File: config.mk
export PLATFORM = sky130hd
export DESIGN_NAME = mem_port_arbiter
export DESIGN_NICKNAME = d
export VERILOG_FILES = /design/src/rtl/mem_port_arbiter.sv
export SDC_FILE = /design/constraint.sdc
export NUM_CORES = 1
export LEC_CHECK = 0
export BUFFER_PORTS_ARGS = -buffer_cell sky130_fd_sc_hd__buf_4
export CORE_AREA = 2 2 515 517
export CTS_CLUSTER_DIAMETER = 200
export DETAILED_ROUTE_END_ITERATION = 12
export DIE_AREA = 0 0 517 519
export PLACE_DENSITY_LB_ADDON = 0.12
export SLEW_MARGIN = 20
export SYNTH_ARGS = -nofsm -noshare
export SYNTH_HDL_FRONTEND = slang
export SYNTH_SLANG_ARGS = --single-unit
File: constraint.sdc
create_clock -name clk -period 4.7 [get_ports clk]
set_input_delay 0.235 -clock clk [delete_from_list [all_inputs] [get_ports clk]]
set_output_delay 0.235 -clock clk [all_outputs]
set_load 0.02 [all_outputs]
File: src/rtl/mem_port_arbiter.sv
// mem_port_arbiter
//   Merges NUM_CH memory requesters (cache refill, dcache, MMU walkers) onto a
//   single downstream request port. Only one transaction is in flight at a time.
//   Channels are granted by fixed priority (ARB_MODE=0, channel 0 highest) or by
//   round-robin (ARB_MODE=1). The response is routed back only to the channel
//   that was granted.
//
// Ports
//   clk, rstn                   clock, asynchronous active-low reset
//   req_valid/req_ready         per-channel request handshake; req_ready is a
//                               one-hot (or zero) accept pulse in IDLE
//   req_wen/addr/wdata/wmask    per-channel request fields, packed by channel
//   resp_valid                  per-channel one-cycle response pulse
//   resp_rdata/resp_err         shared response bus; holds its last value
//   mem_valid/mem_ready         downstream request handshake
//   mem_wen/addr/wdata/wmask    latched request fields of the granted channel
//   mem_resp_valid/ready        downstream response handshake
//   mem_rdata/mem_resp_err      downstream response payload
module mem_port_arbiter #(
  parameter int NUM_CH     = 4,
  parameter int ADDR_WIDTH = 64,
  parameter int DATA_WIDTH = 128,
  parameter int ARB_MODE   = 1
) (
  input  logic                           clk,
  input  logic                           rstn,
  input  logic [NUM_CH-1:0]              req_valid,
  output logic [NUM_CH-1:0]              req_ready,
  input  logic [NUM_CH-1:0]              req_wen,
  input  logic [NUM_CH*ADDR_WIDTH-1:0]   req_addr,
  input  logic [NUM_CH*DATA_WIDTH-1:0]   req_wdata,
  input  logic [NUM_CH*DATA_WIDTH/8-1:0] req_wmask,
  output logic [NUM_CH-1:0]              resp_valid,
  output logic [DATA_WIDTH-1:0]          resp_rdata,
  output logic                           resp_err,
  output logic                           mem_valid,
  input  logic                           mem_ready,
  output logic                           mem_wen,
  output logic [ADDR_WIDTH-1:0]          mem_addr,
  output logic [DATA_WIDTH-1:0]          mem_wdata,
  output logic [DATA_WIDTH/8-1:0]        mem_wmask,
  input  logic                           mem_resp_valid,
  output logic                           mem_resp_ready,
  input  logic [DATA_WIDTH-1:0]          mem_rdata,
  input  logic                           mem_resp_err
);

  localparam int PW = (NUM_CH > 1) ? $clog2(NUM_CH) : 1;
  localparam int MW = DATA_WIDTH / 8;

  typedef enum logic [1:0] {
    ST_IDLE  = 2'd0,
    ST_ISSUE = 2'd1,
    ST_WAIT  = 2'd2,
    ST_RESP  = 2'd3
  } state_e;

  state_e                  state_q, state_d;
  logic [PW-1:0]           rr_ptr_q, rr_ptr_d;
  logic [PW-1:0]           grant_q, grant_d;
  logic                    wen_q, wen_d;
  logic [ADDR_WIDTH-1:0]   addr_q, addr_d;
  logic [DATA_WIDTH-1:0]   wdata_q, wdata_d;
  logic [MW-1:0]           wmask_q, wmask_d;
  logic [DATA_WIDTH-1:0]   rdata_q, rdata_d;
  logic                    err_q, err_d;

  logic [PW-1:0]           base_s;
  logic [PW-1:0]           grant_s;
  logic                    any_req_s;

  // Search origin: rotating pointer in round-robin, channel 0 in fixed priority
  assign base_s    = (ARB_MODE == 1) ? rr_ptr_q : {PW{1'b0}};
  assign any_req_s = |req_valid;

  // Grant selection: first asserted channel starting at base_s, wrapping mod NUM_CH
  always_comb begin
    logic [PW:0]   sum;
    logic [PW-1:0] idx;
    logic [PW-1:0] g;
    logic          found;
    logic          hit;
    sum   = {(PW+1){1'b0}};
    idx   = {PW{1'b0}};
    g     = {PW{1'b0}};
    found = 1'b0;
    hit   = 1'b0;
    for (int k = 0; k < NUM_CH; k++) begin
      sum   = {1'b0, base_s} + (PW+1)'(k);
      idx   = (sum >= (PW+1)'(NUM_CH)) ? PW'(sum - (PW+1)'(NUM_CH)) : sum[PW-1:0];
      hit   = !found && req_valid[idx];
      g     = hit ? idx : g;
      found = found | hit;
    end
    grant_s = g;
  end

  // FSM state register
  always_ff @(posedge clk or negedge rstn) begin
    if (!rstn) begin
      state_q <= ST_IDLE;
    end else begin
      state_q <= state_d;
    end
  end

  // FSM next-state logic; a response seen while still in ISSUE is not accepted
  always_comb begin
    state_d = state_q;
    unique case (state_q)
      ST_IDLE:  state_d = any_req_s ? ST_ISSUE : ST_IDLE;
      ST_ISSUE: state_d = mem_ready ? ST_WAIT : ST_ISSUE;
      ST_WAIT:  state_d = mem_resp_valid ? ST_RESP : ST_WAIT;
      ST_RESP:  state_d = ST_IDLE;
      default:  state_d = ST_IDLE;
    endcase
  end

  // FSM outputs: handshakes are decoded from the state register
  always_comb begin
    req_ready      = {NUM_CH{1'b0}};
    resp_valid     = {NUM_CH{1'b0}};
    mem_valid      = 1'b0;
    mem_resp_ready = 1'b0;
    unique case (state_q)
      ST_IDLE: begin
        if (any_req_s) begin
          req_ready[grant_s] = 1'b1;
        end else begin
          req_ready = {NUM_CH{1'b0}};
        end
      end
      ST_ISSUE: mem_valid          = 1'b1;
      ST_WAIT:  mem_resp_ready     = 1'b1;
      ST_RESP:  resp_valid[grant_q] = 1'b1;
      default: begin
        req_ready  = {NUM_CH{1'b0}};
        resp_valid = {NUM_CH{1'b0}};
      end
    endcase
  end

  // Datapath next values: capture the granted request, then the downstream response
  always_comb begin
    rr_ptr_d = rr_ptr_q;
    grant_d  = grant_q;
    wen_d    = wen_q;
    addr_d   = addr_q;
    wdata_d  = wdata_q;
    wmask_d  = wmask_q;
    rdata_d  = rdata_q;
    err_d    = err_q;
    unique case (state_q)
      ST_IDLE: begin
        if (any_req_s) begin
          grant_d = grant_s;
          for (int i = 0; i < NUM_CH; i++) begin
            wen_d   = (grant_s == PW'(i)) ? req_wen[i] : wen_d;
            addr_d  = (grant_s == PW'(i)) ? req_addr[i*ADDR_WIDTH +: ADDR_WIDTH] : addr_d;
            wdata_d = (grant_s == PW'(i)) ? req_wdata[i*DATA_WIDTH +: DATA_WIDTH] : wdata_d;
            wmask_d = (grant_s == PW'(i)) ? req_wmask[i*MW +: MW] : wmask_d;
          end
          if (ARB_MODE == 1) begin
            rr_ptr_d = (grant_s == PW'(NUM_CH-1)) ? {PW{1'b0}} : grant_s + PW'(1);
          end else begin
            rr_ptr_d = rr_ptr_q;
          end
        end else begin
          grant_d = grant_q;
        end
      end
      ST_WAIT: begin
        if (mem_resp_valid) begin
          // Writes return no data; keep the shared bus clean for them
          rdata_d = wen_q ? {DATA_WIDTH{1'b0}} : mem_rdata;
          err_d   = mem_resp_err;
        end else begin
          rdata_d = rdata_q;
        end
      end
      default: begin
        rdata_d = rdata_q;
      end
    endcase
  end

  // Datapath registers
  always_ff @(posedge clk or negedge rstn) begin
    if (!rstn) begin
      rr_ptr_q <= {PW{1'b0}};
      grant_q  <= {PW{1'b0}};
      wen_q    <= 1'b0;
      addr_q   <= {ADDR_WIDTH{1'b0}};
      wdata_q  <= {DATA_WIDTH{1'b0}};
      wmask_q  <= {MW{1'b0}};
      rdata_q  <= {DATA_WIDTH{1'b0}};
      err_q    <= 1'b0;
    end else begin
      rr_ptr_q <= rr_ptr_d;
      grant_q  <= grant_d;
      wen_q    <= wen_d;
      addr_q   <= addr_d;
      wdata_q  <= wdata_d;
      wmask_q  <= wmask_d;
      rdata_q  <= rdata_d;
      err_q    <= err_d;
    end
  end

  assign mem_wen    = wen_q;
  assign mem_addr   = addr_q;
  assign mem_wdata  = wdata_q;
  assign mem_wmask  = wmask_q;
  assign resp_rdata = rdata_q;
  assign resp_err   = err_q;

endmodule
==> metrics.yaml, run 1 <==
status: "complete, but fails checks"
violations: "DRC"
ios: 1321
yosys_warnings: 0
min_from: "req_wdata[356]"
setup.worst_path.start_class: "register"
grt_use_total_pct: 12.6
dr_total_vias: 22538
pre_cts_ws_ps: 491
worstPathMaxFanout: 18
crit_chain: "mux2i_1 -> nor2_1 -> nor3_1 -> ha_4 -> buf_4 -> mux2i_1 -> a222oi_1 -> dlygate4sd3_1 -> mux2_2"
dp_hpwl_mm: 143
drc: 2
multi_input_area_um2: 9260
arrival_ps: 4780
die_area_um2: 268000
drive_above_1_share_pct: 46.4
crit_required_ps: 5290
p_comb_share_pct: 59.0
drv_cap: 0
hold_buffers: 335
skew_ps: 92.0
die_h_um: 519
power.switching_mw: 10.9
max_stage_delay_ps: 790
fin_area_um2: 39800
ys_ff_latch: 344
p_clk_share_pct: 18.6
fin_ws_ps: 510
power_frac_seq_pct: 22.4
drtAntennaViolNets: 0
drtPass1Iterations: 13
clock_sinks: 344
grt_remaining_overflow: 0
syn-num-nets: 2963
drv_slew: 0
worst_pin_slew_ps: 1120
clkTransAtPathRegs_ps: 70
grt_max_degree: 217
antenna_found_initial: 74
ys_seq_area_share_pct: 42.7
root_buffer: "clkbuf_16"
final_nets: 4578
power.internal_mw: 13.8
post_drt_wl_per_cell_um: 24.7
r2r_slack_ps: 510
ir_drop_uv: 417
dpl.cell_count: 6739
fin_crit_sh_pct: 89.2
synth_cell_type_count: 36
power_mw: 24.7
cts_tree: "yes"
swShare_pct: 44.1
total_leakage_power_nw: 18.7
yosys-top-cells-area: "dfrtp_1, mux2i_1, a222oi_1"
ctsResizeCount: 0
final_util_pct: 15.1
htree_levels: 2
crit_path_top_delay_cell: "ha_4"
cpMostUsedCell: "mux2i_1"
grt_pass1_vias: 23881
cts_buffer_depth: 3
critPathTopFamily: "buffers and inverters"
crit_type: "register to register"
r2r_cells: 9
gp_congestion: 0.818
min_to: "mem_wdata[100]$_DFFE_PN0P_"
start_util_pct: 7.66
core.rowCount: 189
clk_latency_ps: 730
synthCells: 1985
setup_viol: 0
worstHoldPathCells: 4
path_buf_inv: 2
reg2reg_to: "mem_wmask[0]$_DFFE_PN0P_"
numPortBuffers: 1320
area_growth_pct: 97.4
via_per_inst: 3.13
period_minus_slack_ps: 4190
grt_first_pass_wirelength_mm: 229
r2r_start: "base_s[1]$_DFFE_PN0P_"
dpl-instance-area_um2: 34500
synth_top_area_share_pct: 42.7
hp-class: "input pin to register"
crit_path_end_kind: "register"
core-area_um2: 263000
netlist_area_um2: 20200
layoutNonFillerInstCount: 7191
cp.depth: 9
relSlewSlack_pct: 25.1
power_density_nw_per_um2: 620
drtIter0Drc: 1733
synth.largest_area_cell: "dfrtp_1"
postCtsSetupBuffers: 0
whs_ps: 91.4
nFillCells: 30149
rsz0062_at_grt: "no"
seq_area_um2: 8610
timing.setup.tns_ps: 0
hold_viol: 0
routed_wl_mm: 178
die_w_um: 517
avgSynthCellArea_um2: 10.2
cts_buffers: 57
fmax_ghz: 0.239
[placed cells by master (no fill, tap or decap), types with 100 or more instances in the layout]
cell type / netlist / layout
a222oi_1: 208 / 208
nand2b_1: 130 / 130
dfrtp_1: 344 / 343
mux2_4: 100 / 100
mux2i_1: 210 / 209
buf_4: 4 / 1358
mux2_2: 111 / 111
nand2_1: 130 / 130
o21ai_0: 131 / 131
inv_1: 421 / 421
dlygate4sd3_1: 0 / 335
[synth_stat cells, drive strengths merged]
library cell  number
a21o               1
a21oi              2
a221oi             2
a222oi           208
and2               4
buf               61
clkbuf            97
dfrtp            344
ha                 5
inv              421
mux2             211
mux2i            210
nand2            130
nand2b           130
nand3              1
nand3b             1
nor2               8
nor2b              3
nor3               4
nor3b              1
nor4               2
o21ai            131
o311ai             1
o31ai              1
o41a               1
o41ai              1
or2                3
or3                1
[flip-flops by register name, summed over array words and instances, names as in the netlist, named ones only]
signal      count
base_s          2
grant_q         2
resp_err        1
resp_rdata    128
mem_wen         1
state_q         1
mem_wmask      16
mem_wdata     128
mem_addr       64
[kinds of logic after synthesis]
group,after synthesis,share of synthesized area (%)
adders and majority gates,5,0.310
DFF,344,42.7
AOI/OAI and AO/OA,348,13.9
buffers and inverters,579,11.7
and+or+nand+nor,288,7.30
muxes,421,24.1
[routing by layer]
layer | wire length (um) | global-route usage [%] | vias up | share of wire (%)
li1 | - | - | 10164 | -
met1 | 72300 | 15.2 | 11001 | 41
met2 | 83500 | 21.2 | 1160 | 47
met3 | 18700 | 5.08 | 173 | 11
met4 | 2870 | 2.23 | 40 | 1.6
met5 | 268 | 0 | - | 0.15
[worst reg2reg max path: stages (launching register included)]
cell	delay (ps)
dfrtp_1	410
mux2i_1	220
nor2_1	100
nor3_1	630
ha_4	790
buf_4	510
mux2i_1	350
a222oi_1	140
dlygate4sd3_1	630
mux2_2	260
[worst max-delay path by stage]
stage                                 end  slack, ps             startpoint
3_5_place_dp   mem_wdata[104]$_DFFE_PN0P_        490  base_s[1]$_DFFE_PN0P_
3_3_place_gp   mem_wdata[104]$_DFFE_PN0P_        510  base_s[1]$_DFFE_PN0P_
4_1_cts          mem_wmask[0]$_DFFE_PN0P_        370  base_s[1]$_DFFE_PN0P_
2_1_floorplan    mem_wdata[0]$_DFFE_PN0P_       2210  base_s[1]$_DFFE_PN0P_
5_1_grt          mem_wmask[0]$_DFFE_PN0P_        290  base_s[1]$_DFFE_PN0P_
6_report         mem_wmask[0]$_DFFE_PN0P_        510  base_s[1]$_DFFE_PN0P_
[cell type report]
class | instances | share of cell area (%)
repair buffers | 1714 | 35.1
multi-input cells | 1062 | 23.3
flip-flops and latches | 344 | 21.6
well taps | 3533 | 11.1
clock buffers | 87 | 4.29
inverters | 421 | 3.97
clock inverters | 15 | 0.600
diodes | 15 | 0.0943
[power groups by stage]
stage	logic, mW	clock network (mW)	registers (mW)
final	14.6	4.59	5.52
after detailed placement	14.4	0	5.59
after floorplan	5.87	0	7.00
after CTS	15.1	4.89	5.58
after global routing	15.6	4.95	5.75
after global placement	14.4	0	5.59
No activity file was read; power rests on OpenSTA's default activity.
==> run 2: changes to the inputs <==
--- a/config.mk
+++ b/config.mk
@@ -6,10 +6,10 @@
 export NUM_CORES = 1
 export LEC_CHECK = 0
 export BUFFER_PORTS_ARGS = -buffer_cell sky130_fd_sc_hd__buf_4
-export CORE_AREA = 2 2 515 517
+export CORE_AREA = 2 2 517 519
 export CTS_CLUSTER_DIAMETER = 200
 export DETAILED_ROUTE_END_ITERATION = 12
-export DIE_AREA = 0 0 517 519
+export DIE_AREA = 0 0 519 521
 export PLACE_DENSITY_LB_ADDON = 0.12
 export SLEW_MARGIN = 20
 export SYNTH_ARGS = -nofsm -noshare
==> run 2 against run 1 <==
The run now ends clean; clock power increased by 2%; register-to-register slack improved by 190 ps; routed wire length decreased by 3.1%; global-route usage decreased by 0.43 points; final cell count increased by 0.36%; critical endpoint is now mem_addr[32]$_DFFE_PN0P_.
==> metrics.yaml, run 2 (synthesized netlist as in run 1, its figures left out) <==
status: "completed"  # was complete, but fails checks
hold_viol: 0  # unchanged
core-area_um2: 264000  # was 263000 um2
drc: 0  # was 2
routed_wl_mm: 172  # was 178 mm
fin_crit_sh_pct: 85.0  # was 89.2%
crit_required_ps: 5280  # was 5290 ps
antenna_found_initial: 47  # was 74
total_leakage_power_nw: 18.8  # was 18.7 nW
critPathTopFamily: "buffers and inverters"  # unchanged
drv_slew: 0  # unchanged
drtIter0Drc: 1616  # was 1733
worstHoldPathCells: 4  # unchanged
reg2reg_to: "mem_addr[32]$_DFFE_PN0P_"  # was mem_wmask[0]$_DFFE_PN0P_
top_usage_layer: "met2"  # unchanged
clock_sinks: 344  # unchanged
grt_use_total_pct: 12.2  # was 12.6%
hp-class: "input pin to register"  # unchanged
final_nets: 4604  # was 4578
grt_max_degree: 191  # was 217
timing.setup.tns_ps: 0  # unchanged
grt_remaining_overflow: 0  # unchanged
drive_above_1_share_pct: 45.9  # was 46.4%
grt_pass1_vias: 24104  # was 23881
gp_congestion: 0.922  # was 0.818
drtPass1Iterations: 13  # unchanged
relSlewSlack_pct: 19.5  # was 25.1%
die_h_um: 521  # was 519 um
start_util_pct: 7.63  # was 7.66%
via_per_inst: 3.11  # was 3.13
worst_pin_slew_ps: 1200  # was 1120 ps
rsz0062_at_grt: "no"  # unchanged
setup_viol: 0  # unchanged
dp_hpwl_mm: 140  # was 143 mm
clk_latency_ps: 720  # was 730 ps
setup.worst_path.start_class: "register"  # unchanged
cts_buffer_depth: 3  # unchanged
fin_ws_ps: 703  # was 510 ps
r2r_slack_ps: 700  # was 510 ps
ctsResizeCount: 0  # unchanged
fmax_ghz: 0.250  # was 0.239 GHz
min_to: "mem_wdata[19]$_DFFE_PN0P_"  # was mem_wdata[100]$_DFFE_PN0P_
grt_first_pass_wirelength_mm: 227  # was 229 mm
dpl-instance-area_um2: 34400  # was 34500 um2
period_minus_slack_ps: 4000  # was 4190 ps
htree_levels: 2  # unchanged
whs_ps: 86.4  # was 91.4 ps
pre_cts_ws_ps: 1130  # was 491 ps
cts_tree: "yes"  # unchanged
fin_area_um2: 40100  # was 39800 um2
layout_commonest_cell: "buf_4"  # unchanged
r2r_start: "base_s[1]$_DFFE_PN0P_"  # unchanged
dr_total_vias: 22478  # was 22538
cpMostUsedCell: "buf_4"  # was mux2i_1
drtAntennaViolNets: 0  # unchanged
post_drt_wl_per_cell_um: 23.9  # was 24.7 um
power_density_nw_per_um2: 617  # was 620 nW/um2
use_met1_pct: 15.1  # was 15.2%
grtUsageMet2_pct: 19.9  # was 21.2%
crit_path_end_kind: "register"  # unchanged
crit_type: "register to register"  # unchanged
skew_ps: 69.3  # was 92.0 ps
die_w_um: 519  # was 517 um
path_buf_inv: 3  # was 2
r2r_cells: 10  # was 9
ios: 1321  # unchanged
die_area_um2: 270000  # was 268000 um2
ir_drop_uv: 322  # was 417 uV
root_buffer: "clkbuf_16"  # unchanged
cts_buffers: 57  # unchanged
area_growth_pct: 98.9  # was 97.4%
numPortBuffers: 1320  # unchanged
crit_path_top_delay_cell: "nor2b_4"  # was ha_4
core.rowCount: 189  # unchanged
layout_common_cells: "buf_4, inv_1, dlygate4sd3_1"  # was buf_4, inv_1, dfrtp_1
min_from: "req_wdata[275]"  # was req_wdata[356]
use_met3_pct: 4.62  # was 5.08%
worstPathMaxFanout: 29  # was 18
drv_cap: 0  # unchanged
max_stage_delay_ps: 610  # was 790 ps
arrival_ps: 4570  # was 4780 ps
crit_chain: "nand2b_1 -> a21oi_1 -> or3_1 -> ha_1 -> nor2b_4 -> buf_4 -> buf_4 -> a222oi_1 -> dlygate4sd3_1 -> mux2_2"  # was mux2i_1 -> nor2_1 -> nor3_1 -> ha_4 -> buf_4 -> mux2i_1 -> a222oi_1 -> dlygate4sd3_1 -> mux2_2
clkTransAtPathRegs_ps: 60  # was 70 ps
==> run 2: changes by cell type in the layout (fill, tap and decap cells not counted), sizes merged, moves of 2 or more <==
cell,previous run,this run
clkinv,10,13
diode,15,13
dlygate4sd3,335,368
clkbuf,87,83
buf,1379,1372
bufinv,3,5
==> run 2: worst max path at each step <==
stage | startpoint | endpoint | slack [ps] | depth (start not counted)
after global routing | base_s[1]$_DFFE_PN0P_ | mem_wmask[11]$_DFFE_PN0P_ | 420 | 10
final | base_s[1]$_DFFE_PN0P_ | mem_addr[32]$_DFFE_PN0P_ | 700 | 10
after floorplan | base_s[1]$_DFFE_PN0P_ | mem_wdata[0]$_DFFE_PN0P_ | 2210 | 10
after detailed placement | req_valid[2] | mem_wdata[2]$_DFFE_PN0P_ | 1130 | 9
after global placement | base_s[1]$_DFFE_PN0P_ | mem_addr[53]$_DFFE_PN0P_ | 1120 | 9
after CTS | base_s[1]$_DFFE_PN0P_ | mem_addr[48]$_DFFE_PN0P_ | 550 | 10
==> run 2: final cells by class <==
cell class | count | area, um2
Fill cell | 30300 | 224000
Multi-Input combinational cell | 1062 | 9250
Timing Repair Buffer | 1740 | 14300
Clock buffer | 83 | 1660
Inverter | 421 | 1580
Sequential cell | 344 | 8610
Antenna cell | 13 | 32.5
Tap cell | 3533 | 4420
Clock inverter | 21 | 318
==> run 2: through the flow <==
step / power, mW / instances / utilization [%]
2_1_floorplan: 12.9 / 1985 / -
3_3_place_gp: 19.8 / 6732 / 13.0
3_5_place_dp: 19.8 / 6732 / 13.0
4_1_cts: 25.6 / 7204 / 15.2
5_1_grt: 26.4 / 7206 / 15.2
6_report: 24.7 / 7217 / 15.2
==> run 2: what timing repair did <==
| action | CTS | global route |
|---|---|---|
| hold endpoints to repair | 339 | 0 |
| buffers inserted | 0 | 0 |
| hold buffers | 368 | 0 |
==> run 2: routing by layer <==
layer / vias to the layer above / routed length, um / share of wire (%)
li1: 10206 / - / -
met1: 10965 / 73200 / 43
met2: 1110 / 79000 / 46
met3: 173 / 16000 / 9.3
met4: 24 / 3840 / 2.2
met5: - / 152 / 0.088
==> run 2: worst min-delay path, stage by stage <==
cell and delay [ps]:
buf_4 110, inv_1 40, a222oi_1 60, mux2_4 260
==> run 2: power by group <==
| part | internal (mW) | switching (mW) | leakage [nW] |
|---|---|---|---|
| logic | 6.73 | 7.89 | 13.7 |
| registers | 4.48 | 0.978 | 4.15 |
| clock network | 2.73 | 1.94 | 0.966 |
